### src/rtl/rvcpu_pkg.sv
// Shared CPU definitions: ALU function codes, operand-select encodings, default widths.
// Combinational helpers only; no latency or backpressure of its own.
package rvcpu_pkg;

  localparam int XLEN_DEFAULT   = 64;
  localparam int REG_AW_DEFAULT = 5;

  localparam logic [3:0] ALU_ADD    = 4'b0000;
  localparam logic [3:0] ALU_SUB    = 4'b1000;
  localparam logic [3:0] ALU_SLL    = 4'b0001;
  localparam logic [3:0] ALU_SLT    = 4'b0010;
  localparam logic [3:0] ALU_SLTU   = 4'b0011;
  localparam logic [3:0] ALU_XOR    = 4'b0100;
  localparam logic [3:0] ALU_SRL    = 4'b0101;
  localparam logic [3:0] ALU_SRA    = 4'b1101;
  localparam logic [3:0] ALU_OR     = 4'b0110;
  localparam logic [3:0] ALU_AND    = 4'b0111;
  localparam logic [3:0] ALU_PASS_B = 4'b1110;

  localparam logic SRCA_RS1 = 1'b0;
  localparam logic SRCA_PC  = 1'b1;
  localparam logic SRCB_RS2 = 1'b0;
  localparam logic SRCB_IMM = 1'b1;

  // rs1 only matters when operand A is taken from the register file.
  function automatic logic rs1_used(input logic srca_sel);
    return srca_sel == SRCA_RS1;
  endfunction

endpackage

### src/rtl/operand_fwd_mux.sv
// Register-operand bypass: x0 -> 0, else MEM result, else WB result, else stored value.
// Purely combinational, zero latency; no backpressure.
module operand_fwd_mux
  import rvcpu_pkg::*;
#(
  parameter int XLEN   = XLEN_DEFAULT,
  parameter int REG_AW = REG_AW_DEFAULT
) (
  input  logic [REG_AW-1:0] tag,
  input  logic [XLEN-1:0]   stored,
  input  logic [REG_AW-1:0] mem_rd_addr,
  input  logic              mem_reg_write,
  input  logic [XLEN-1:0]   mem_result,
  input  logic [REG_AW-1:0] wb_rd_addr,
  input  logic              wb_reg_write,
  input  logic [XLEN-1:0]   wb_result,
  output logic [XLEN-1:0]   value
);

  always_comb begin
    value = stored;
    if (tag == '0) begin
      value = '0;
    end else if (mem_reg_write && (mem_rd_addr == tag)) begin
      value = mem_result;
    end else if (wb_reg_write && (wb_rd_addr == tag)) begin
      value = wb_result;
    end
  end

endmodule

### src/rtl/ex_operand_stage.sv
// ID->EX register with operand forwarding (EX_FORWARDING_EN) or full interlock (default).
// Latency 1 cycle; holds entry while ex_ready low, id_ready drops on hold or register hazard.
module ex_operand_stage
  import rvcpu_pkg::*;
#(
  parameter int XLEN   = XLEN_DEFAULT,
  parameter int REG_AW = REG_AW_DEFAULT
) (
  input  logic              clk,
  input  logic              rst,
  input  logic              flush,
  input  logic              id_valid,
  output logic              id_ready,
  input  logic [XLEN-1:0]   id_pc,
  input  logic [XLEN-1:0]   id_rs1_data,
  input  logic [XLEN-1:0]   id_rs2_data,
  input  logic [XLEN-1:0]   id_imm,
  input  logic [REG_AW-1:0] id_rs1_addr,
  input  logic [REG_AW-1:0] id_rs2_addr,
  input  logic [REG_AW-1:0] id_rd_addr,
  input  logic [3:0]        id_func,
  input  logic              id_srca_sel,
  input  logic              id_srcb_sel,
  input  logic              id_reg_write,
  input  logic              id_is_load,
  input  logic [REG_AW-1:0] mem_rd_addr,
  input  logic [REG_AW-1:0] wb_rd_addr,
  input  logic              mem_reg_write,
  input  logic              wb_reg_write,
  input  logic [XLEN-1:0]   mem_result,
  input  logic [XLEN-1:0]   wb_result,
  output logic              ex_valid,
  input  logic              ex_ready,
  output logic [XLEN-1:0]   ex_srca,
  output logic [XLEN-1:0]   ex_srcb,
  output logic [3:0]        ex_func,
  output logic [XLEN-1:0]   ex_store_data,
  output logic [XLEN-1:0]   ex_pc,
  output logic [REG_AW-1:0] ex_rd_addr,
  output logic              ex_reg_write,
  output logic              ex_is_load
);

  typedef struct packed {
    logic [XLEN-1:0]   pc;
    logic [XLEN-1:0]   rs1_val;
    logic [XLEN-1:0]   rs2_val;
    logic [XLEN-1:0]   imm;
    logic [REG_AW-1:0] rs1_addr;
    logic [REG_AW-1:0] rs2_addr;
    logic [REG_AW-1:0] rd_addr;
    logic [3:0]        func;
    logic              srca_sel;
    logic              srcb_sel;
    logic              reg_write;
    logic              is_load;
  } entry_t;

  entry_t          q;
  logic            valid_q;
  logic            hazard;
  logic            capture;
  logic            hold;
  logic            rs1_live;
  logic [XLEN-1:0] rs1_fwd;
  logic [XLEN-1:0] rs2_fwd;

  assign rs1_live = rs1_used(id_srca_sel);
  assign hold     = valid_q && !ex_ready;
  assign id_ready = !hazard && (!valid_q || ex_ready);
  assign capture  = id_valid && id_ready;

`ifdef EX_FORWARDING_EN
  operand_fwd_mux #(.XLEN(XLEN), .REG_AW(REG_AW)) u_fwd_rs1 (
    .tag           (q.rs1_addr),
    .stored        (q.rs1_val),
    .mem_rd_addr   (mem_rd_addr),
    .mem_reg_write (mem_reg_write),
    .mem_result    (mem_result),
    .wb_rd_addr    (wb_rd_addr),
    .wb_reg_write  (wb_reg_write),
    .wb_result     (wb_result),
    .value         (rs1_fwd)
  );

  operand_fwd_mux #(.XLEN(XLEN), .REG_AW(REG_AW)) u_fwd_rs2 (
    .tag           (q.rs2_addr),
    .stored        (q.rs2_val),
    .mem_rd_addr   (mem_rd_addr),
    .mem_reg_write (mem_reg_write),
    .mem_result    (mem_result),
    .wb_rd_addr    (wb_rd_addr),
    .wb_reg_write  (wb_reg_write),
    .wb_result     (wb_result),
    .value         (rs2_fwd)
  );

  // Only a load in EX cannot be bypassed in time; everything else is forwarded.
  always_comb begin
    hazard = 1'b0;
    if (valid_q && q.is_load && (q.rd_addr != '0)) begin
      hazard = (rs1_live && (id_rs1_addr == q.rd_addr)) || (id_rs2_addr == q.rd_addr);
    end
  end
`else
  function automatic logic tag_busy(input logic [REG_AW-1:0] tag,
                                    input logic              we,
                                    input logic [REG_AW-1:0] rd);
    return we && (tag != '0) && (tag == rd);
  endfunction

  logic rs1_busy;
  logic rs2_busy;
  logic unused_fwd;

  assign rs1_fwd = q.rs1_val;
  assign rs2_fwd = q.rs2_val;

  // No bypass paths: wait until every in-flight producer has written the register file.
  assign rs1_busy = tag_busy(id_rs1_addr, valid_q && q.reg_write, q.rd_addr) ||
                    tag_busy(id_rs1_addr, mem_reg_write, mem_rd_addr) ||
                    tag_busy(id_rs1_addr, wb_reg_write, wb_rd_addr);
  assign rs2_busy = tag_busy(id_rs2_addr, valid_q && q.reg_write, q.rd_addr) ||
                    tag_busy(id_rs2_addr, mem_reg_write, mem_rd_addr) ||
                    tag_busy(id_rs2_addr, wb_reg_write, wb_rd_addr);
  assign hazard   = (rs1_live && rs1_busy) || rs2_busy;

  assign unused_fwd = ^{mem_result, wb_result, q.rs1_addr, q.rs2_addr};
`endif

  always_ff @(posedge clk) begin
    if (rst) begin
      valid_q <= 1'b0;
      q       <= '0;
    end else if (flush) begin
      valid_q <= 1'b0;
    end else if (capture) begin
      valid_q    <= 1'b1;
      q.pc       <= id_pc;
      q.rs1_val  <= id_rs1_data;
      q.rs2_val  <= id_rs2_data;
      q.imm      <= id_imm;
      q.rs1_addr <= id_rs1_addr;
      q.rs2_addr <= id_rs2_addr;
      q.rd_addr  <= id_rd_addr;
      q.func     <= id_func;
      q.srca_sel <= id_srca_sel;
      q.srcb_sel <= id_srcb_sel;
      q.reg_write <= id_reg_write;
      q.is_load  <= id_is_load;
    end else if (hold) begin
`ifdef EX_FORWARDING_EN
      // Latch bypassed values so a WB result is not lost once it retires.
      q.rs1_val <= rs1_fwd;
      q.rs2_val <= rs2_fwd;
`endif
    end else begin
      valid_q <= 1'b0;
    end
  end

  assign ex_valid      = valid_q;
  assign ex_srca       = (q.srca_sel == SRCA_PC) ? q.pc : rs1_fwd;
  assign ex_srcb       = (q.srcb_sel == SRCB_IMM) ? q.imm : rs2_fwd;
  assign ex_store_data = rs2_fwd;
  assign ex_func       = q.func;
  assign ex_pc         = q.pc;
  assign ex_rd_addr    = q.rd_addr;
  assign ex_reg_write  = q.reg_write;
  assign ex_is_load    = q.is_load;

endmodule

### config.mk
export PLATFORM = sky130hd
export DESIGN_NAME = ex_operand_stage
export DESIGN_NICKNAME = d
export VERILOG_FILES = /design/src/rtl/rvcpu_pkg.sv /design/src/rtl/operand_fwd_mux.sv /design/src/rtl/ex_operand_stage.sv
export SDC_FILE = /design/constraint.sdc
export NUM_CORES = 1
export LEC_CHECK = 0
export CORE_AREA = 2 2 272 274
export CTS_BUF_LIST = sky130_fd_sc_hd__clkbuf_4 sky130_fd_sc_hd__clkbuf_8 sky130_fd_sc_hd__clkbuf_16
export DETAILED_ROUTE_END_ITERATION = 16
export DIE_AREA = 0 0 274 276
export PLACE_DENSITY_LB_ADDON = 0.08
export SYNTH_ARGS = -nofsm -noshare
export SYNTH_HDL_FRONTEND = slang
export SYNTH_HIERARCHICAL = 1
export SYNTH_SLANG_ARGS = --single-unit
### constraint.sdc
create_clock -name clk -period 2.9 [get_ports clk]
set_input_delay 0.58 -clock clk [delete_from_list [all_inputs] [get_ports clk]]
set_output_delay 0.58 -clock clk [all_outputs]
set_load 0.02 [all_outputs]
## Yosys cells after proc, flatten, opt, wreduce, memory -nomap -nowiden

Cells that the tools add are included.

- Equality and inequality tests: 7
- Multiplexer cells: 4
- Bitwise gates (word level): 2
- Reductions and logical operators: 30

Operators with widths:

| operator | count |
|---|---|
| $mux W64 | 2 |
| $eq A5 B5 Y1 | 6 |
| $logic_and A1 B1 Y1 | 17 |
| $reduce_bool A5 Y1 | 2 |
| $logic_or A1 B1 Y1 | 6 |
| $logic_not A1 Y1 | 3 |
| $mux W1 | 2 |
| $ne A2 B2 Y1 const B | 1 |
| $not A1 Y1 | 2 |
| $reduce_and A2 Y1 | 1 |
| $reduce_or A2 Y1 | 1 |

- Register bits after elaboration: 270
- Bits of input ports: 424
- Output and inout bits: 269
- Word-level logic and storage cells: 54

## Logic depth before layout (Yosys ltp)

Gate-level depths: netlist of the first run.

- Depth in word-level cells: 11
- Gate-level depth with buffers: 9
- Depth with buffers taken out: 6

## Worst setup path after synthesis of the first run

No wires, ideal clock.

- Kind: input-to-output
- Start point: input port id_rs2_addr[1]
- End point: output port id_ready
- Arrival: 1,868 ps
- Data required time: 2,320 ps
- Setup slack: 452 ps
- Stages: 6
- Path buffers: 0
- Cells stage by stage: or4_1 > nor2_2 > nor4_1 > nor3_2 > nand2_1 > nor2_1

- Longest elaborated chain between the ends: 8
- Elaborated cells between the ends (all ways): 15
- Classes of those cells: eq/ne: 3; reduce/logical: 12

Ends and longest elaborated chain:

| item | RTL line | RTL |
|---|---|---|
| start, declared | ex_operand_stage.sv:19 | `input logic [REG_AW-1:0] id_rs2_addr,` |
| $reduce_bool A5 Y1 | ex_operand_stage.sv:109 | `return we && (tag != '0) && (tag == rd);` |
| $logic_and A1 B1 Y1 (2 in series) | ex_operand_stage.sv:109 |  |
| $logic_or A1 B1 Y1 | ex_operand_stage.sv:123 | `assign rs2_busy = tag_busy(id_rs2_addr, valid_q && q.reg_write, q.rd_addr) \|\|` |
| $logic_or A1 B1 Y1 * | ex_operand_stage.sv:124 | `tag_busy(id_rs2_addr, mem_reg_write, mem_rd_addr) \|\|` |
| $logic_or A1 B1 Y1 * | ex_operand_stage.sv:126 | `assign hazard = (rs1_live && rs1_busy) \|\| rs2_busy;` |
| $logic_not A1 Y1 * | ex_operand_stage.sv:70 | `assign id_ready = !hazard && (!valid_q \|\| ex_ready);` |
| $logic_and A1 B1 Y1 * | ex_operand_stage.sv:70 |  |
| end, declared | ex_operand_stage.sv:13 | `output logic id_ready,` |

Mark *: on every way between the ends. The rest lies on a longest branch, timed or not.

## Final worst setup path of the first run

- Start point: input port mem_rd_addr[2]
- End point: output port id_ready

- Longest elaborated chain between the ends: 8
- Elaborated cells between the ends (all ways): 12
- Classes of those cells: eq/ne: 2; reduce/logical: 10

Ends and longest elaborated chain:

| item | RTL line | RTL |
|---|---|---|
| start, declared | ex_operand_stage.sv:26 | `input logic [REG_AW-1:0] mem_rd_addr,` |
| $eq A5 B5 Y1 | ex_operand_stage.sv:109 |  |
| $logic_and A1 B1 Y1 | ex_operand_stage.sv:109 |  |
| $logic_or A1 B1 Y1 | ex_operand_stage.sv:120 | `assign rs1_busy = tag_busy(id_rs1_addr, valid_q && q.reg_write, q.rd_addr) \|\|` |
| $logic_or A1 B1 Y1 | ex_operand_stage.sv:121 | `tag_busy(id_rs1_addr, mem_reg_write, mem_rd_addr) \|\|` |
| $logic_and A1 B1 Y1 | ex_operand_stage.sv:126 |  |
| $logic_or A1 B1 Y1 * | ex_operand_stage.sv:126 |  |
| $logic_not A1 Y1 * | ex_operand_stage.sv:70 |  |
| $logic_and A1 B1 Y1 * | ex_operand_stage.sv:70 |  |

Marks and branches as above.

==> results of run 1 <==
-- cell type report --
| cell class | instances | area [um^2] | area share |
|---|---|---|---|
| multi-input cells | 994 | 7980 | 0.3574 |
| repair buffers | 628 | 6446 | 0.2887 |
| flip-flops and latches | 270 | 5413 | 0.2424 |
| clock buffers | 59 | 1211 | 0.05425 |
| well taps | 959 | 1200 | 0.05374 |
| clock inverters | 9 | 68.82 | 0.003082 |
| diodes | 3 | 7.507 | 0.0003362 |
-- what timing repair did --
item	in CTS	in global routing
pin swaps	6	9
endpoints found under the setup margin	101	1
buffers inserted	11	0
gates resized for setup	16	6
-- worst max-delay path by stage --
stage / startpoint / to / slack, ns
2_1_floorplan: id_rs2_addr[1] / id_ready / 0.45
3_3_place_gp: id_rs2_addr[1] / ex_func[0] / -0.29
3_5_place_dp: id_rs2_addr[1] / ex_pc[62] / -0.31
4_1_cts: id_rs2_addr[4] / id_ready / 0.008
5_1_grt: mem_rd_addr[2] / id_ready / 0.004
6_report: mem_rd_addr[2] / id_ready / 0.06
-- sequential cells by signal (all words and copies together) (netlist names) --
signal and count:
ex_reg_write 1, ex_rd_addr 5, q 66, rs1_fwd 64, ex_func 4, ex_is_load 1
ex_valid 1, ex_pc 64, ex_store_data 64
-- logic make-up after synthesis --
family / count (synthesis) / share of synthesized area
AOI/OAI and AO/OA: 3 / 0.001251
and+or+nand+nor: 564 / 0.2342
DFF: 270 / 0.3604
buffers and inverters: 241 / 0.1111
xor gates and xnor gates: 30 / 0.01752
muxes: 397 / 0.2756
-- report_power, final --
group / internal (mW) / switching (mW) / leakage, nW
clock: 2.95 / 1.84 / 0.643
sequential: 3.92 / 0.152 / 2.21
combinational: 1.28 / 0.960 / 5.32
total: 8.15 / 2.96 / 8.17
-- metal layers --
layer / share of wire / vias up / GRT usage
met3: 0.089 / 73 / 0.05558
met4: 0.021 / 14 / 0.03428
li1: - / 5650 / -
met1: 0.40 / 5253 / 0.1505
met2: 0.49 / 320 / 0.2407
met5: 0.0016 / - / 0
-- worst max-delay path: stages --
cell and delay (ns):
clkdlybuf4s50_1 0.52, xor2_1 0.16, nor4_1 0.07, and3_1 0.21, o31ai_4 0.25, buf_4 0.15
nand2_1 0.05, nor2_1 0.10, buf_4 0.17
-- cells in the final DEF (no fill, tap or decap), drive strengths merged, types with 2 or more instances in the layout --
cell	count
clkdlybuf4s15	2
xnor2	20
clkbuf	59
nor3	6
diode	3
dlygate4sd2	8
nand2b	538
clkdlybuf4s50	551
buf	66
nor4	3
nor2	4
dfxtp	270
clkinv	7
mux2	128
and3	2
mux2i	269
nand4	4
nand2	4
xor2	10
==> impl_metrics.csv, run 1 <==
group,metric,value,unit
status,status,"completed",
yosys,ys_types,24,
pwr,power,11.11,mW
sta,setup_violations,0,
worst_setup_path,worstReg2RegEnd,"ex_pc[62]",
yosys,async_flop_share,0,
sta,fin_crit_sh,0.9777,
global_route,grt_max_degree,89,
placed_design,dp_cells,2840,
global_route,grt.total_usage,0.1364,
worst_setup_path,cp.required,2.32,ns
global_route,grt_pass1_wl,78750,um
hold_path,hold_end,"rs1_fwd[39]",
hold_path,whs_path_depth,2,
hold_path,hold_start,"rs1_fwd[39]",
final_layout,postLayoutCellArea,0.02233,mm^2
route,drt_wl_total,53190,um
route,vias,11310,
yosys,ys_seq_area_frac,0.3604,
route,wire_per_inst,18.20,um
yosys,synth.most_common_cell,"nand2b_1",
sta,max_freq,352.7,MHz
yosys,avgSynthCellArea,9.966,um^2
sta,rsz0062_at_grt,"no",
sta,slew_violations,0,
worst_setup_path,timing.rr.start,"ex_rd_addr[4]",
worst_setup_path,worstSetupPathType,"in2out",
sta,min_period,2.835,ns
route,drtIter0Drc,355,
sta,tns,0,ns
worst_setup_path,crit_path_start_kind,"input pin",
sta,fin_skew,0.01924,ns
clock_network,cts_max_level,2,
hold_path,hold_class,"reg2reg",
final_layout,n_fill_cell,7562,
floorplanning,dieArea,0.07562,mm^2
route,viasPerCell,3.871,
final_layout,final_cells,2922,
global_route,grt_overflow,0,
yosys,synthFlopType,"dfxtp_1",
floorplanning,core_area,0.07259,mm^2
clock_network,cts_sinks,270,
worst_setup_path,ff2ff_path_depth,11,
sta,tightest_slew,0.4626,ns
clock_network,tritoncts,"yes",
yosys,synthTopCellsByArea,"dfxtp_1 36%, nand2b_1 22%, mux2i_1 18%",
placed_design,place_ws,-0.3098,ns
worst_setup_path,reg2reg_slack,0.53,ns
clock_network,holdBufCountCts,0,
final_layout,fin_util,0.3076,
yosys,synth.cell_area,0.01500,mm^2
yosys,synth_warnings,6,
placed_design,dpl_cell_area,0.02090,mm^2
clock_network,clk_pin_slew_worst_paths,0.05,ns
floorplanning,ios,693,
worst_setup_path,crit_arrival,2.26,ns
yosys,synth-seq-cells,270,
yosys,netlist.area_leader.share,0.3604,
sta,hold_violations,0,
floorplanning,row_count,99,
global_route,antenna_found_initial,10,
worst_setup_path,cp-end-kind,"primary output",
yosys,synth_fp_nets,1929,
global_route,grt_pass1_vias,12000,
route,antenna_left,0,
sta,relSlewSlack,0.6916,
clock_network,cts_buffers,39,
sta,hold_slack,0.4663,ns
placed_design,io_buffers,564,
pwr,irDropWorstVdd,0.3029,mV
yosys,syn_inst,1505,
job,drv_cap,0,
yosys,synthTopCellsByCount,"538 x nand2b_1, 270 x dfxtp_1, 269 x mux2i_1, 143 x buf_4, 128 x mux2_2",
floorplanning,chipHeight,276,um
yosys,synth_area_leader_cell,"dfxtp_1",
clock_network,clock-root-buffer,"clkbuf_16",
route,drc,0,
route,firstDrtPassIters,4,
worst_setup_path,crit_fanout,2,
placed_design,dp_hpwl,39800,um
clock_network,clkLatencyLatePin,0.55,ns
floorplanning,die_w,274,um
placed_design,gp_congestion,0.7879,
yosys,synth_edf_count,0,
sta,fin_ws,0.06463,ns
floorplanning,start_util,0.2066,
clock_network,clk_path_buf_depth,3,
final_layout,syn2layout_area_growth,48.85,%
pwr,power.leakage,8.168,nW
final_layout,drive_gt1_frac,0.1383,
final_layout,nets,2357,
pwr,cellPowerDensity,497.6,mW/mm^2
Power figures use the tool's default switching activity.
==> inputs of run 2 (changes only) <==
--- a/config.mk
+++ b/config.mk
@@ -5,6 +5,7 @@
 export SDC_FILE = /design/constraint.sdc
 export NUM_CORES = 1
 export LEC_CHECK = 0
+export ABC_AREA = 1
 export CORE_AREA = 2 2 272 274
 export CTS_BUF_LIST = sky130_fd_sc_hd__clkbuf_4 sky130_fd_sc_hd__clkbuf_8 sky130_fd_sc_hd__clkbuf_16
 export DETAILED_ROUTE_END_ITERATION = 16
==> run 2 against run 1 <==
Compared with the run above: clock skew fell by 0.0040 ns; via count rose by 32%; synthesized area rose by 0.42%; sequential cell count stayed put; first-iteration DRC count is 78% higher; cell area decreased by 0.38%; hold slack improved by 0.011 ns; sequential share of layout area increased by 0.091 points; combinational power rose by 37%; non-clock buffer count up 7; utilization shrank 0.12 points.
==> impl_metrics.csv, run 2 <==
group,metric,value,unit
status,status,"completed",
route,vias,14940,
yosys,syn_inst,2195,
sta,slew_violations,0,
global_route,grt_overflow,0,
yosys,synthTopCellsByCount,"562 x nor2_1, 345 x nand2_1, 288 x inv_1, 270 x dfxtp_1, 270 x nand4_1",
final_layout,drive_gt1_frac,0.1094,
pwr,power.leakage,10.16,nW
worst_setup_path,worstSetupPathType,"in2out",
route,drtIter0Drc,631,
yosys,synth_warnings,6,
clock_network,clock-root-buffer,"clkbuf_16",
route,wire_per_inst,18.24,um
final_layout,postLayoutCellArea,0.02224,mm^2
final_layout,layout_commonest_cell,"nor2_1",
clock_network,tritoncts,"yes",
worst_setup_path,worstReg2RegEnd,"ex_store_data[42]",
sta,tns,0,ns
yosys,ys_seq_area_frac,0.3589,
sta,setup_violations,0,
yosys,synth_fp_nets,2619,
yosys,synth.most_common_cell,"nor2_1",
route,viasPerCell,4.193,
yosys,async_flop_share,0,
placed_design,dp_hpwl,47560,um
yosys,synth-seq-cells,270,
route,antenna_left,0,
sta,tightest_slew,0.4966,ns
placed_design,dpl_cell_area,0.02103,mm^2
sta,relSlewSlack,0.6689,
clock_network,cts_sinks,270,
floorplanning,ios,693,
yosys,ys_types,19,
job,drv_cap,0,
placed_design,io_buffers,564,
yosys,synthTopCellsByArea,"dfxtp_1 36%, nor2_1 14%, nand4_1 11%",
sta,hold_violations,0,
sta,fin_skew,0.01527,ns
yosys,netlist.area_leader.share,0.3589,
worst_setup_path,cp.required,2.32,ns
final_layout,fin_util,0.3064,
worst_setup_path,crit_arrival,2.25,ns
clock_network,cts_max_level,2,
clock_network,clk_pin_slew_worst_paths,0.06,ns
final_layout,largest_reg_flops,66,
sta,min_period,2.832,ns
yosys,avgSynthCellArea,6.862,um^2
yosys,synth_area_leader_cell,"dfxtp_1",
global_route,grt_pass1_vias,15140,
worst_setup_path,reg2reg_slack,0.74,ns
global_route,antenna_found_initial,13,
pwr,cellPowerDensity,524.7,mW/mm^2
floorplanning,core_area,0.07259,mm^2
worst_setup_path,ff2ff_path_depth,13,
floorplanning,die_w,274,um
floorplanning,row_count,99,
sta,max_freq,353.1,MHz
sta,fin_crit_sh,0.9766,
floorplanning,dieArea,0.07562,mm^2
worst_setup_path,crit_fanout,7,
clock_network,clkLatencyLatePin,0.53,ns
global_route,grt_max_degree,67,
worst_setup_path,timing.rr.start,"ex_rd_addr[4]",
worst_setup_path,crit_path_start_kind,"input pin",
route,drt_wl_total,65000,um
final_layout,final_cell_mix,"562 x nor2_1, 543 x clkdlybuf4s50_1, 343 x nand2_1",
hold_path,hold_class,"reg2reg",
placed_design,gp_congestion,0.8034,
route,firstDrtPassIters,4,
pwr,irDropWorstVdd,0.2763,mV
yosys,synthFlopType,"dfxtp_1",
clock_network,cts_buffers,37,
hold_path,whs_path_depth,2,
route,drc,0,
hold_path,hold_start,"q[23]",
sta,hold_slack,0.4772,ns
global_route,grt_pass1_wl,97010,um
final_layout,syn2layout_area_growth,47.67,%
worst_setup_path,cp-end-kind,"primary output",
floorplanning,start_util,0.2075,
sta,rsz0062_at_grt,"no",
clock_network,clk_path_buf_depth,3,
hold_path,hold_end,"q[23]",
floorplanning,chipHeight,276,um
global_route,grt.total_usage,0.1669,
yosys,synth_edf_count,0,
yosys,synth.cell_area,0.01506,mm^2
final_layout,nets,2996,
final_layout,regMostFlops,"q",
## run 2: layout make-up
type,instances,area [um^2]
tap,959,1200
sequential,270,5413
inverter,301,1145
fill,7984,50340
multi-input combinational,1327,6670
clock buffer,55,1105
timing repair buffer,635,6640
antenna,9,22.52
clock inverter,7,47.55
## run 2: layer usage
layer	track usage	up-vias	routed length [um]
li1	-	7530	-
met1	0.1981	6957	26900
met2	0.2868	391	32010
met3	0.05237	56	4961
met4	0.04710	4	1114
met5	0	-	21
## run 2: worst max-delay path by stage
stage / slack (ns) / startpoint / end
after global placement: -0.18 / id_rs1_addr[0] / id_ready
after detailed placement: -0.14 / id_rs1_addr[0] / id_ready
final: 0.07 / wb_rd_addr[1] / id_ready
after floorplan: 0.81 / id_rs1_addr[4] / id_ready
after global routing: 0.003 / wb_rd_addr[1] / id_ready
after CTS: -0.01 / wb_rd_addr[4] / id_ready
## run 2: logic make-up (layout without fill, tap and decap cells)
family / after synthesis / count (layout) / share of synthesized area
and+or+nand+nor: 1191 / 1191 / 0.3442
buffers and inverters: 598 / 998 / 0.1986
DFF: 270 / 270 / 0.3589
muxes: 128 / 128 / 0.09570
AOI/OAI and AO/OA: 8 / 8 / 0.002658
other: 0 / 9 / 0
## run 2: stage by stage
step	cells	setup WS (ns)	total power, mW
2_1_floorplan	2195	0.8136	5.993
3_3_place_gp	3490	-0.1848	7.413
3_5_place_dp	3490	-0.1444	7.408
4_1_cts	3554	-0.01229	11.96
5_1_grt	3563	0.002552	12.33
6_report	3563	0.06792	11.67
## run 2: power by group
group / switching [mW] / leakage (nW) / internal [mW]
registers: 0.205 / 2.23 / 4.00
clock network: 1.77 / 0.578 / 2.63
logic: 1.59 / 7.35 / 1.48
## run 2: worst max-delay path, cell delays in order
cell             delay (ns)
clkdlybuf4s50_1        0.51
inv_1                  0.08
o21ai_0                0.15
nor2_1                 0.09
nand3_1                0.11
nand3_1                0.10
nand2_2                0.10
inv_2                  0.05
nor2_4                 0.16
buf_12                 0.16
buf_4                  0.16
## run 2: what timing repair did
action | CTS | global route
hold buffers | 0 | 0
endpoints found under the setup margin | 43 | 5
pin swaps | 0 | 1
endpoints found under the hold margin | 0 | 0
gates resized for setup | 8 | 14
setup buffers | 2 | 0
==> variant, RTL diff (flow settings as in run 1) <==
Add a define of `EX_FORWARDING_EN`.
--- a/src/rtl/ex_operand_stage.sv
+++ b/src/rtl/ex_operand_stage.sv
@@ -1,5 +1,7 @@
 // ID->EX register with operand forwarding (EX_FORWARDING_EN) or full interlock (default).
 // Latency 1 cycle; holds entry while ex_ready low, id_ready drops on hold or register hazard.
+`define EX_FORWARDING_EN
+
 module ex_operand_stage
   import rvcpu_pkg::*;
 #(
Behaviour: not the same (a bounded check fails within 4 cycles, from zero or initial values and one cycle with rst high).
==> variant against run 1 <==
- critical path depth down 1
- setup slack worse by 0.56 ns
- design area up 56%
- the flow now finishes with violations (setup timing)
- area after synthesis up 21%
- synthesized cell count up 42%
- wire length up 110%
- fmax down 17%
- sequential cell count up 10
Power is not compared: it rests on default switching activity, and its combinational part moved more than twofold at a synthesized area within 25%.
==> variant: results (changes against run 1) <==
status -> complete, but fails checks
failing checks -> setup timing
Top FF cell, synth -> dfxtp_1
Largest register FFs -> 204 (+210%)
vias per cell -> 5.25 (+36%)
Setup TNS -> -68.90 ns (-68.90 ns)
Top delay family on crit path -> simple AND/OR/NAND/NOR gates
Synth top cells by count -> nand2b_1, dfxtp_1, nor2_1
Worst Tran Pin Value -> 0.587 ns (+0.125 ns)
post-route setup slack -> -0.498 ns (-0.562 ns)
Iter 0 DRT Violations -> 1267 (+260%)
adder and majority cell fraction of the synthesized area -> 0% (unchanged)
DP Worst Slack -> -1.06 ns (-0.753 ns)
layout cells sized above 1 -> 37.1% (+23 points)
Nets -> 3457 (+47%)
Total Wirelength -> 112000 um (+110%)
largest fanout on the critical path -> 15 (+13)
CTS Root Cell -> clkbuf_16
Leakage -> 13.1 nW
Net Count, Synth -> 2557 (+33%)
Final setup violation count -> 192 (+192)
Worst Setup EP -> ex_srca[58]
largest net degree at the start of global routing -> 88 (-1.1%)
Critical Path AT -> 2.82 ns (+0.56 ns)
RR Startpoint -> q[16]
register area share after synthesis -> 30.9% (-5.1 points)
dominant cells by area after synthesis -> dfxtp_1, nand2b_1, mux2i_1, mux2_2, o221a_1
CP max stage delay -> 0.49 ns (-0.03 ns)
most flop-heavy register -> q
first-pass GRT wire length -> 150000 um (+91%)
critical path's slowest cell -> a311oi_4
Syn. warnings -> 6 (unchanged)
1st-pass router iterations -> 5 (+1)
clock slew at reported path FFs -> 0.06 ns
Die Wd -> 274 um (unchanged)
H-tree levels -> 2 (unchanged)
Max-cap violations -> 0 (unchanged)
Global Route Usage Sum -> 26.5% (+13 points)
GP Congestion -> 0.916 (+16%)
Worst setup startpoint -> q[22]
XOR/XNOR Fraction of Synth Area -> 1.45% (-0.30 points)
hpwl dp -> 73600 um (+85%)
CTS buffer count -> 40 (+2.6%)
Synth Area in Compound Gates -> 18.0% (+18 points)
Final Skew -> 0.0309 ns (+0.0116 ns)
vias in the first global route -> 21.3k (+77%)
mux share of post-synthesis cell area -> 16.3% (-11 points)
count of cell types in the netlist -> 34 (+42%)
Worst R2R Setup Slack -> 0.40 ns (-0.13 ns)
antenna violations before repair -> 33 (+23)
worst r2r path cells -> 12 (+1)
Skew-Pair Late Insertion Delay -> 0.59 ns (+0.04 ns)
RR Endpoint -> q[119]
port buffer count -> 692 (+23%)
==> variant: cell count changes after synthesis, sizes merged, moves of 128 or more <==
cell    change
nand2b    -235
o221a     +128
o21ai     +128
a311oi    +129
nand4     +129
nor2      +254
==> variant: repair_timing <==
item,in CTS,in global routing
gates resized for setup,823,718
hold buffers,0,0
buffers inserted,23,117
pin swaps,35,77
gates cloned,18,23
endpoints found under the setup margin,193,193
==> variant: where the power goes <==
group	internal [mW]	switching, mW
Clock	3.02	2.07
Sequential	4.09	0.187
Combinational	2.72	2.41
Total	9.83	4.67
==> variant: worst min-delay path by stage <==
stage / end / slack, ns / start / cells past startpoint
3_3_place_gp: q[44] / 0.45 / q[44] / 2
6_report: q[26] / 0.47 / q[26] / 2
5_1_grt: q[56] / 0.49 / q[56] / 2
2_1_floorplan: q[23] / 0.45 / q[23] / 2
3_5_place_dp: q[85] / 0.46 / q[85] / 2
4_1_cts: q[23] / 0.47 / q[23] / 2
==> variant: stage by stage <==
stage                     instances  power (mW)  hold WS (ns)  instance area, um^2
final                          4042        14.5         0.471                34800
after global routing           4041        15.0         0.486                34800
after CTS                      3906        13.8         0.471                31200
after detailed placement       3802        8.18         0.457                28300
after global placement         3802        8.16         0.454                28300
after floorplan                2133        5.97         0.445                18300
==> variant: final cells by class <==
class                   count  area [um^2]
inverters                   1         3.75
fillers                  6867        37800
clock buffers              61         1230
well taps                 959         1200
multi-input cells        1539        13800
diodes                     20         50.0
flip-flops and latches    280         5640
repair buffers           1171        12800
clock inverters            11         91.3
==> variant: per-layer routing <==
layer	global-route usage [%]	part of all wire, %	up-vias
met5	0	0.12	-
met4	8.75	3.7	22
met3	5.78	7.0	211
met2	47.0	50	868
met1	31.3	39	10500
li1	-	-	9647
